File: config.mk
export PLATFORM = sky130hd
export DESIGN_NAME = tl_inflight_tracker
export DESIGN_NICKNAME = d
export VERILOG_FILES = /design/src/rtl/tl_track_pkg.sv /design/src/rtl/tl_beat_counter.sv /design/src/rtl/tl_inflight_tracker.sv
export SDC_FILE = /design/constraint.sdc
export NUM_CORES = 1
export LEC_CHECK = 0
export CORE_ASPECT_RATIO = 2
export CORE_MARGIN = 8
export CORE_UTILIZATION = 25
export CTS_BUF_LIST = sky130_fd_sc_hd__clkbuf_8
export CTS_CLUSTER_SIZE = 40
export DETAILED_ROUTE_END_ITERATION = 8
export HOLD_SLACK_MARGIN = 0.08
export SKIP_LAST_GASP = 1
export SLEW_MARGIN = 10
export SYNTH_ARGS = -nofsm -noshare
export SYNTH_HDL_FRONTEND = slang
export SYNTH_HIERARCHICAL = 1
export SYNTH_SLANG_ARGS = --single-unit
export TNS_END_PERCENT = 100
File: constraint.sdc
create_clock -name clock -period 10.1 [get_ports clock]
set_input_delay 3.03 -clock clock [delete_from_list [all_inputs] [get_ports clock]]
set_output_delay 3.03 -clock clock [all_outputs]
set_load 0.05 [all_outputs]
File: src/rtl/tl_track_pkg.sv
// TileLink opcode constants and burst-length helper shared by the
// in-flight tracker and its beat counters.
package tl_track_pkg;

   localparam logic [2:0] TL_A_PUTFULL = 3'd0;
   localparam logic [2:0] TL_A_PUTPART = 3'd1;
   localparam logic [2:0] TL_A_ARITH   = 3'd2;
   localparam logic [2:0] TL_A_LOGIC   = 3'd3;
   localparam logic [2:0] TL_A_GET     = 3'd4;
   localparam logic [2:0] TL_A_INTENT  = 3'd5;

   localparam logic [2:0] TL_D_ACK     = 3'd0;
   localparam logic [2:0] TL_D_ACKDATA = 3'd1;
   localparam logic [2:0] TL_D_HINTACK = 3'd2;

   // Beats in a data-carrying message of 2^size bytes.
   function automatic logic [7:0] beats(input logic [2:0] size,
                                        input int unsigned beat_bytes);
      int unsigned bytes;
      bytes = 32'd1 << size;
      if (bytes <= beat_bytes) begin
         beats = 8'd1;
      end else begin
         beats = 8'(bytes / beat_bytes);
      end
   endfunction

endpackage

File: src/rtl/tl_beat_counter.sv
// Per-channel burst tracker: flags first/last beat and detects
// header fields that change inside a multi-beat burst.
module tl_beat_counter
   import tl_track_pkg::*;
#(
   parameter int SOURCE_W   = 4,
   parameter int BEAT_BYTES = 4
) (
   input  logic                clock,
   input  logic                reset_n,
   input  logic                fire,
   input  logic                multi,
   input  logic [2:0]          opcode,
   input  logic [2:0]          size,
   input  logic [SOURCE_W-1:0] source,
   output logic                first,
   output logic                last,
   output logic                err
);

   logic [7:0]          cnt_q, cnt_d;
   logic [7:0]          total_q, total_d;
   logic [2:0]          op_q, op_d;
   logic [2:0]          size_q, size_d;
   logic [SOURCE_W-1:0] src_q, src_d;
   logic [7:0]          total;

   always_comb begin
      cnt_d   = cnt_q;
      total_d = total_q;
      op_d    = op_q;
      size_d  = size_q;
      src_d   = src_q;
      first   = fire && (cnt_q == 8'd0);
      last    = 1'b0;
      err     = 1'b0;
      total   = multi ? beats(size, BEAT_BYTES) : 8'd1;
      if (fire) begin
         if (cnt_q == 8'd0) begin
            last    = (total == 8'd1);
            cnt_d   = last ? 8'd0 : 8'd1;
            total_d = total;
            op_d    = opcode;
            size_d  = size;
            src_d   = source;
         end else begin
            // Burst length stays as latched even if the header changes.
            err   = (opcode != op_q) || (size != size_q) ||
                    (source != src_q);
            last  = ((cnt_q + 8'd1) == total_q);
            cnt_d = last ? 8'd0 : cnt_q + 8'd1;
         end
      end
   end

   always_ff @(posedge clock or negedge reset_n) begin
      if (!reset_n) begin
         cnt_q   <= '0;
         total_q <= '0;
         op_q    <= '0;
         size_q  <= '0;
         src_q   <= '0;
      end else begin
         cnt_q   <= cnt_d;
         total_q <= total_d;
         op_q    <= op_d;
         size_q  <= size_d;
         src_q   <= src_d;
      end
   end

endmodule

File: src/rtl/tl_inflight_tracker.sv
// TileLink in-flight source tracker with sticky protocol error flags.
// Watchdog built only with TL_INFLIGHT_TRACKER_TIMEOUT_EN defined.
module tl_inflight_tracker
   import tl_track_pkg::*;
#(
   parameter int SOURCE_W    = 4,
   parameter int BEAT_BYTES  = 4,
   parameter int CNT_W       = SOURCE_W + 1,
   parameter int TIMEOUT_CYC = 1024
) (
   input  logic                clock,
   input  logic                reset_n,
   input  logic                a_valid,
   input  logic                a_ready,
   input  logic [2:0]          a_opcode,
   input  logic [2:0]          a_size,
   input  logic [SOURCE_W-1:0] a_source,
   input  logic                d_valid,
   input  logic                d_ready,
   input  logic [2:0]          d_opcode,
   input  logic [2:0]          d_size,
   input  logic [SOURCE_W-1:0] d_source,
   output logic [CNT_W-1:0]    inflight_cnt,
   output logic                err_dup_src,
   output logic                err_unk_src,
   output logic                err_burst,
   output logic                err_timeout,
   output logic                err_any
);

   localparam int NSRC = 1 << SOURCE_W;

   logic            a_fire, d_fire, a_multi, d_multi;
   logic            a_first, a_last, a_err;
   logic            d_first, d_last, d_err;
   logic            alloc, free, dup, unk;
   logic [NSRC-1:0] map_q, map_d;
   logic [CNT_W-1:0] cnt_q, cnt_d;
   logic            dup_q, dup_d, unk_q, unk_d;
   logic            bur_q, bur_d, any_q, any_d;
   logic            tmo_d;

   assign a_fire  = a_valid & a_ready;
   assign d_fire  = d_valid & d_ready;
   assign a_multi = (a_opcode == TL_A_PUTFULL) ||
                    (a_opcode == TL_A_PUTPART);
   assign d_multi = (d_opcode == TL_D_ACKDATA);

   tl_beat_counter #(
      .SOURCE_W   (SOURCE_W),
      .BEAT_BYTES (BEAT_BYTES)
   ) u_a_beats (
      .clock   (clock),
      .reset_n (reset_n),
      .fire    (a_fire),
      .multi   (a_multi),
      .opcode  (a_opcode),
      .size    (a_size),
      .source  (a_source),
      .first   (a_first),
      .last    (a_last),
      .err     (a_err)
   );

   tl_beat_counter #(
      .SOURCE_W   (SOURCE_W),
      .BEAT_BYTES (BEAT_BYTES)
   ) u_d_beats (
      .clock   (clock),
      .reset_n (reset_n),
      .fire    (d_fire),
      .multi   (d_multi),
      .opcode  (d_opcode),
      .size    (d_size),
      .source  (d_source),
      .first   (d_first),
      .last    (d_last),
      .err     (d_err)
   );

   // Free before alloc so a same-cycle reuse of a source stays set.
   always_comb begin
      alloc = a_first;
      free  = d_fire & d_last;
      dup   = alloc & map_q[a_source] &
              ~(free & (d_source == a_source));
      unk   = d_first & ~map_q[d_source];
      map_d = map_q;
      if (free) begin
         map_d[d_source] = 1'b0;
      end
      if (alloc) begin
         map_d[a_source] = 1'b1;
      end
      cnt_d = '0;
      for (int i = 0; i < NSRC; i++) begin
         cnt_d = cnt_d + CNT_W'(map_d[i]);
      end
      dup_d = dup_q | dup;
      unk_d = unk_q | unk;
      bur_d = bur_q | (a_fire & a_err) | (d_fire & d_err);
      any_d = dup_d | unk_d | bur_d | tmo_d;
   end

   always_ff @(posedge clock or negedge reset_n) begin
      if (!reset_n) begin
         map_q <= '0;
         cnt_q <= '0;
         dup_q <= 1'b0;
         unk_q <= 1'b0;
         bur_q <= 1'b0;
         any_q <= 1'b0;
      end else begin
         map_q <= map_d;
         cnt_q <= cnt_d;
         dup_q <= dup_d;
         unk_q <= unk_d;
         bur_q <= bur_d;
         any_q <= any_d;
      end
   end

`ifdef TL_INFLIGHT_TRACKER_TIMEOUT_EN
   localparam int TMO_W = $clog2(TIMEOUT_CYC + 1);

   logic [TMO_W-1:0] wd_q, wd_d;
   logic             tmo_q;

   always_comb begin
      wd_d = wd_q;
      if ((cnt_q == '0) || d_fire) begin
         wd_d = '0;
      end else if (wd_q != TMO_W'(TIMEOUT_CYC)) begin
         wd_d = wd_q + 1'b1;
      end
      tmo_d = tmo_q | (wd_d == TMO_W'(TIMEOUT_CYC));
   end

   always_ff @(posedge clock or negedge reset_n) begin
      if (!reset_n) begin
         wd_q  <= '0;
         tmo_q <= 1'b0;
      end else begin
         wd_q  <= wd_d;
         tmo_q <= tmo_d;
      end
   end

   assign err_timeout = tmo_q;
`else
   assign tmo_d       = 1'b0;
   assign err_timeout = 1'b0;
`endif

   assign inflight_cnt = cnt_q;
   assign err_dup_src  = dup_q;
   assign err_unk_src  = unk_q;
   assign err_burst    = bur_q;
   assign err_any      = any_q;

endmodule

==> results of run 1 <==
per-layer routing:
metal,up-vias,track usage (%)
met1,1679,9.333
met3,26,2.234
met2,76,18.22
li1,1649,-
met5,-,0
met4,0,6.607
critical path, delay by kind of cell:
family / cells / cell delay (ns)
buf+inv: 5 / 0.75
simple gates: 4 / 1.00
fa+ha+maj: 6 / 2.57
compound gates: 5 / 1.00
stage by stage:
stage | util, % | worst slack, ns | power [mW] | cells
floorplan | - | 2.572 | 0.4580 | 445
global placement | 27.93 | 1.758 | 0.4974 | 671
detailed placement | 27.93 | 1.678 | 0.5024 | 671
CTS | 29.20 | 2.045 | 0.7707 | 687
global route | 29.20 | 1.852 | 0.8055 | 687
finish | 29.20 | 2.052 | 0.7611 | 687
flip-flops by register name, indices dropped and copies added, names as in the netlist, 3 cells and up:
signal,flops
inflight_cnt,5
map_q,16
u_a_beats/cnt_q,8
u_a_beats/op_q,3
u_a_beats/size_q,3
u_a_beats/src_q,4
u_a_beats/total_q,6
u_d_beats/cnt_q,8
u_d_beats/op_q,3
u_d_beats/size_q,3
u_d_beats/src_q,4
u_d_beats/total_q,6
cell type report:
class                   instances  area (um2)
clock buffers                  11       151.4
repair buffers                 35       345.3
fillers                      1879       12900
clock inverters                 5       78.83
multi-input cells             320        2545
flip-flops and latches         73        1827
well taps                     216       270.3
inverters                      27       101.3
path summary, 6_finish.rpt:
| path | from | to | slack, ns | cells after the start |
|---|---|---|---|---|
| max | d_opcode[0] | inflight_cnt[4]$_DFF_PN0_ | 2.05 | 20 |
| min | err_dup_src$_DFF_PN0_ | err_any$_DFF_PN0_ | 0.50 | 2 |
| max reg2reg | u_d_beats/cnt_q[0]$_DFFE_PN0P_ | inflight_cnt[4]$_DFF_PN0_ | 4.10 | 21 |
| max in group asynchronous | reset_n | u_a_beats/src_q[0]$_DFFE_PN0P_ | 6.69 | 1 |
| min reg2reg | err_dup_src$_DFF_PN0_ | err_any$_DFF_PN0_ | 0.50 | 2 |
| min in group asynchronous | reset_n | u_d_beats/cnt_q[5]$_DFFE_PN0P_ | 2.80 | 1 |
cell usage in the layout (no fill, tap or decap), types with 7 or more instances in the layout:
cell,count
dfrtp_1,73
o21ai_0,38
clkdlybuf4s50_1,33
nand2_1,30
inv_1,28
xor2_1,24
mux2_2,20
nand3_1,19
xnor2_1,18
nand2b_1,13
nor3_1,13
clkbuf_8,11
fa_1,10
o41ai_1,9
ha_1,9
o31ai_1,8
and3_1,7
a21oi_1,7
power by group through the flow:
stage	Combinational [mW]	Clock (mW)	Sequential, mW
2_1_floorplan	0.127	0	0.331
3_3_place_gp	0.146	0	0.351
3_5_place_dp	0.150	0	0.352
4_1_cts	0.151	0.273	0.347
5_1_grt	0.169	0.285	0.351
6_report	0.150	0.263	0.348
==> run metrics, run 1 <==
CP max stage delay=0.55 ns; Antenna Violating Nets Remaining=0; worst vdd ir=55.39 uV; Pre-antenna DRT Iters=4; hold buffers post-CTS=0; CTS buffer count=9; core footprint=18,220 um2; switching pwr=0.2331 mW; Max Cap Viol=0; Syn. warnings=6; mapped cell area=4606 um2; violation count after the first detailed-routing iteration=167; Bufs on Longest Clock Path=2; Row Count=70; CTS tree=done; Mapped Cells=445; I/O Pins=36; pwr/cell area=143.1 nW/um2; root buf cell=clkbuf_8; DIE HEIGHT=208.0 um; Setup Crit Path Kind=in -> reg; crit-path cells=clkdlybuf4s50_1, nor3b_1, o21ai_0, o211a_1, and3_1, nand3_1, o21ai_0, o21a_1, fa_1, inv_1, fa_1, fa_1, inv_1, fa_1, inv_1, ha_1, inv_1, fa_1, nor2b_1, o21a_1; initial antenna violation count=0; die width=112.0 um; initial core utilization=25.28%; P&R area growth vs syn=15.48%; Final Max Tran Viols=0; Logic pwr share=19.8%; detailed-route via count=3,430; first-pass GRT wire length=18,080 um; WP data arrival=8.35 ns; postcts setup bufs=0; Clock power frac=34.5%; CTS resizes=0; P_leak=2.290 nW; RePlAce Congestion=0.8951; met1 WL=3913 um; worst-path fanout max=4; Post-DP Area=5089 um2; fin crit period=8.048 ns; Worst Setup End Kind=register; Net Sw Frac=30.62%; run status=completed; metal3 WL=428 um; Hold Path Class=reg -> reg; setup violators final=0; RSZ-0062 raised after global routing=no; Syn Area/Cell=10.35 um2; largest net degree at the start of global routing=74; relative max-transition margin=28.84%; PortBufs=34; Fin Setup TNS=0 ns; fin nets=511; routed wl met2=6150 um; Flop pwr share=45.7%; Post-Synthesis Net Count=490; Clock Pin Slew Worst Setup and Hold Paths=0.08 ns; Final Hold Fails=0; DR vias/cell=4.993; H-tree levels=3; antenna cells=0; later-pin clock latency in the skew report=0.37 ns; DR WL/cell=15.93 um; Least-Margin Pin Slew=1.040 ns; finished layout cell area=5319 um2; total global-route track usage=9.808%; CTS sink cnt=73; die area=23,290 um2; share of cells above drive strength 1=12.10%; DRC=0; vias in the first global route=3,703; critical path launch point type=input pin; FMAX=0.1243 GHz; Pint=0.5281 mW; crit-path most repeated cell=fa_1; Min Hold Slack=0.4976 ns; fin crit share=79.68%; DPL Wire Length=8489 um; slowest cell on the critical path=fa_1; Remaining Overflow, GRT=0; drt total wl=10,950 um; max layer used=met4; Max Clock Skew=0.01659 ns; Worst Path Required=10.40 ns
No activity file was read; power rests on OpenSTA's default activity.
==> run 2: changes to the inputs <==
==> constraint.sdc (replaced) <==
create_clock -name clock -period 7.9 [get_ports clock]
set_input_delay 2.37 -clock clock [delete_from_list [all_inputs] [get_ports clock]]
set_output_delay 2.37 -clock clock [all_outputs]
set_load 0.05 [all_outputs]
==> run 2 against run 1 <==
Effect of this change: combinational power rose by 32%; first-iteration DRC count shrank 3.0%; via count is 3.6% higher; sequential cell count unchanged; critical endpoint unchanged; clock skew is 0.0024 ns lower; global-route usage is 0.45 points higher; non-clock buffer count increased by 5; register-to-register slack got worse by 2.2 ns; critical path type unchanged; critical path depth fell by 1.
==> run metrics, run 2 (synthesized netlist as in run 1, its figures left out) <==
Final Hold Fails=0 (unchanged); RePlAce Congestion=0.9453 (+5.6%); pwr/cell area=176.0 nW/um2 (+23%); Row Count=70 (unchanged); core footprint=18,220 um2 (unchanged); RSZ-0062 raised after global routing=no; Pint=0.6349 mW (+20%); relative max-transition margin=37.05% (+8.2 points); drt total wl=11,420 um (+4.4%); slowest cell on the critical path=fa_1; critical path launch point type=input pin; Hold Path Class=reg -> reg; fin nets=516 (+0.98%); Max Clock Skew=0.01417 ns (-0.002418 ns); FMAX=0.1372 GHz; Pre-antenna DRT Iters=4 (unchanged); H-tree levels=3 (unchanged); first-pass GRT wire length=18,730 um (+3.6%); DRC=0 (unchanged); CTS buffer count=9 (unchanged); Max Cap Viol=0 (unchanged); P_leak=2.301 nW (+0.49%); total global-route track usage=10.26% (+0.45 points); CTS sink cnt=73 (unchanged); DR vias/cell=5.137 (+2.9%); I/O Pins=36 (unchanged); switching pwr=0.3017 mW (+29%); DIE HEIGHT=208.0 um (unchanged); largest net degree at the start of global routing=74 (unchanged); hold buffers post-CTS=0 (unchanged); Antenna Violating Nets Remaining=0 (unchanged); root buf cell=clkbuf_8; die area=23,290 um2 (unchanged); later-pin clock latency in the skew report=0.37 ns (about the same); leading cell types in the layout, fill and taps excluded=73 x dfrtp_1, 38 x o21ai_0, 33 x clkdlybuf4s50_1; Final Max Tran Viols=0 (unchanged); Setup Crit Path Kind=in -> reg; Flop pwr share=47.5% (+1.8 points); register area=1827 um2 (unchanged); Worst Path Required=8.21 ns (-2.19 ns); finished layout cell area=5323 um2 (about the same); initial antenna violation count=0 (unchanged); run status=completed; postcts setup bufs=0 (unchanged); detailed-route via count=3,555 (+3.6%); die width=112.0 um (unchanged); Post-DP Area=5126 um2 (+0.74%); share of cells above drive strength 1=13.03% (+0.92 points); DPL Wire Length=9015 um (+6.2%); crit-path most repeated cell=fa_1; Least-Margin Pin Slew=0.9442 ns (-0.09626 ns); worst-path fanout max=6 (+2); fin crit share=92.28%; initial core utilization=25.28% (unchanged); setup violators final=0 (unchanged); Clock power frac=31.3% (-3.2 points); Remaining Overflow, GRT=0 (unchanged); Bufs on Longest Clock Path=2 (unchanged); CP max stage delay=0.61 ns (+0.06 ns); WP data arrival=7.60 ns (-0.75 ns); CTS tree=done; Net Sw Frac=32.21% (+1.6 points); antenna cells=0 (unchanged); violation count after the first detailed-routing iteration=162 (-3.0%); Fin Setup TNS=0 ns (unchanged); crit-path cells=clkdlybuf4s50_1, and2_1, o21ai_0, o211a_1, nand3_1, or2_2, o21ai_0, o21ai_0, fa_1, fa_1, fa_1, inv_1, fa_1, inv_1, ha_1, inv_1, fa_1, nor2b_1, o21a_1; Largest Register=map_q; commonest non-fill, non-tap cell in the layout=dfrtp_1; Regs by FF count=map_q (16), u_a_beats/cnt_q (8), u_d_beats/cnt_q (8); worst vdd ir=61.64 uV (+11%); fin crit period=7.290 ns; Logic pwr share=21.2% (+1.4 points); Clock Pin Slew Worst Setup and Hold Paths=0.08 ns (about the same); max FFs per register=16 (unchanged); Worst Setup End Kind=register; P&R area growth vs syn=15.57% (about the same); DR WL/cell=16.51 um (+3.6%); Min Hold Slack=0.4831 ns (-0.01450 ns); CTS resizes=0 (unchanged); fillers=1,858 (-1.1%); Multi-input gate area=2545 um2 (unchanged); PortBufs=34 (unchanged); vias in the first global route=3,815 (+3.0%)
## run 2: worst max-delay path: cells and delay by family
kind	cells	cell delay, ns
AND/OR/NAND/NOR	4	0.85
adder cells (fa/ha/maj)	6	2.62
buffers and inverters	4	0.69
AO/OA/AOI/OAI	5	1.07
## run 2: per-stage QoR
step / setup slack, ns / cells / util [%] / total power, mW
6_report: 0.6102 / 692 / 29.22 / 0.9366
5_1_grt: 0.3727 / 692 / 29.22 / 0.9902
4_1_cts: 0.6298 / 692 / 29.22 / 0.9481
3_5_place_dp: 0.2363 / 676 / 28.14 / 0.6479
3_3_place_gp: 0.3847 / 676 / 28.14 / 0.6385
2_1_floorplan: 1.032 / 445 / - / 0.5856
## run 2: final cells by class
cell class | count | area share (%)
sequential | 73 | 34.32
clock buffer | 10 | 2.586
multi-input combinational | 320 | 47.81
tap | 216 | 5.078
timing repair buffer | 40 | 7.193
inverter | 27 | 1.904
clock inverter | 6 | 1.105
## run 2: power groups by stage
stage / clock network (mW) / registers [mW] / logic (mW)
5_1_grt: 0.320 / 0.450 / 0.220
4_1_cts: 0.306 / 0.442 / 0.199
3_5_place_dp: 0 / 0.449 / 0.199
6_report: 0.293 / 0.445 / 0.198
3_3_place_gp: 0 / 0.449 / 0.190
2_1_floorplan: 0 / 0.423 / 0.163
## run 2: worst paths after layout
path                                                       end  slack, ns                      startpoint  cells past startpoint
worst max-delay path                 inflight_cnt[4]$_DFF_PN0_       0.61                       d_size[1]                     19
worst min-delay path                         err_any$_DFF_PN0_       0.48           err_dup_src$_DFF_PN0_                      2
worst max register to register       inflight_cnt[4]$_DFF_PN0_       1.88  u_d_beats/cnt_q[0]$_DFFE_PN0P_                     21
worst min register to register               err_any$_DFF_PN0_       0.48           err_dup_src$_DFF_PN0_                      2
max in group asynchronous       u_a_beats/cnt_q[4]$_DFFE_PN0P_       5.13                         reset_n                      1
min in group asynchronous       u_d_beats/cnt_q[4]$_DFFE_PN0P_       2.14                         reset_n                      1
## run 2: routing by layer
metal / vias to the layer above / track usage, % / wire (um)
li1: 1662 / - / -
met1: 1773 / 9.191 / 3985
met2: 88 / 19.63 / 6567
met3: 32 / 2.031 / 351
met4: 0 / 7.638 / 520
met5: - / 0 / 0
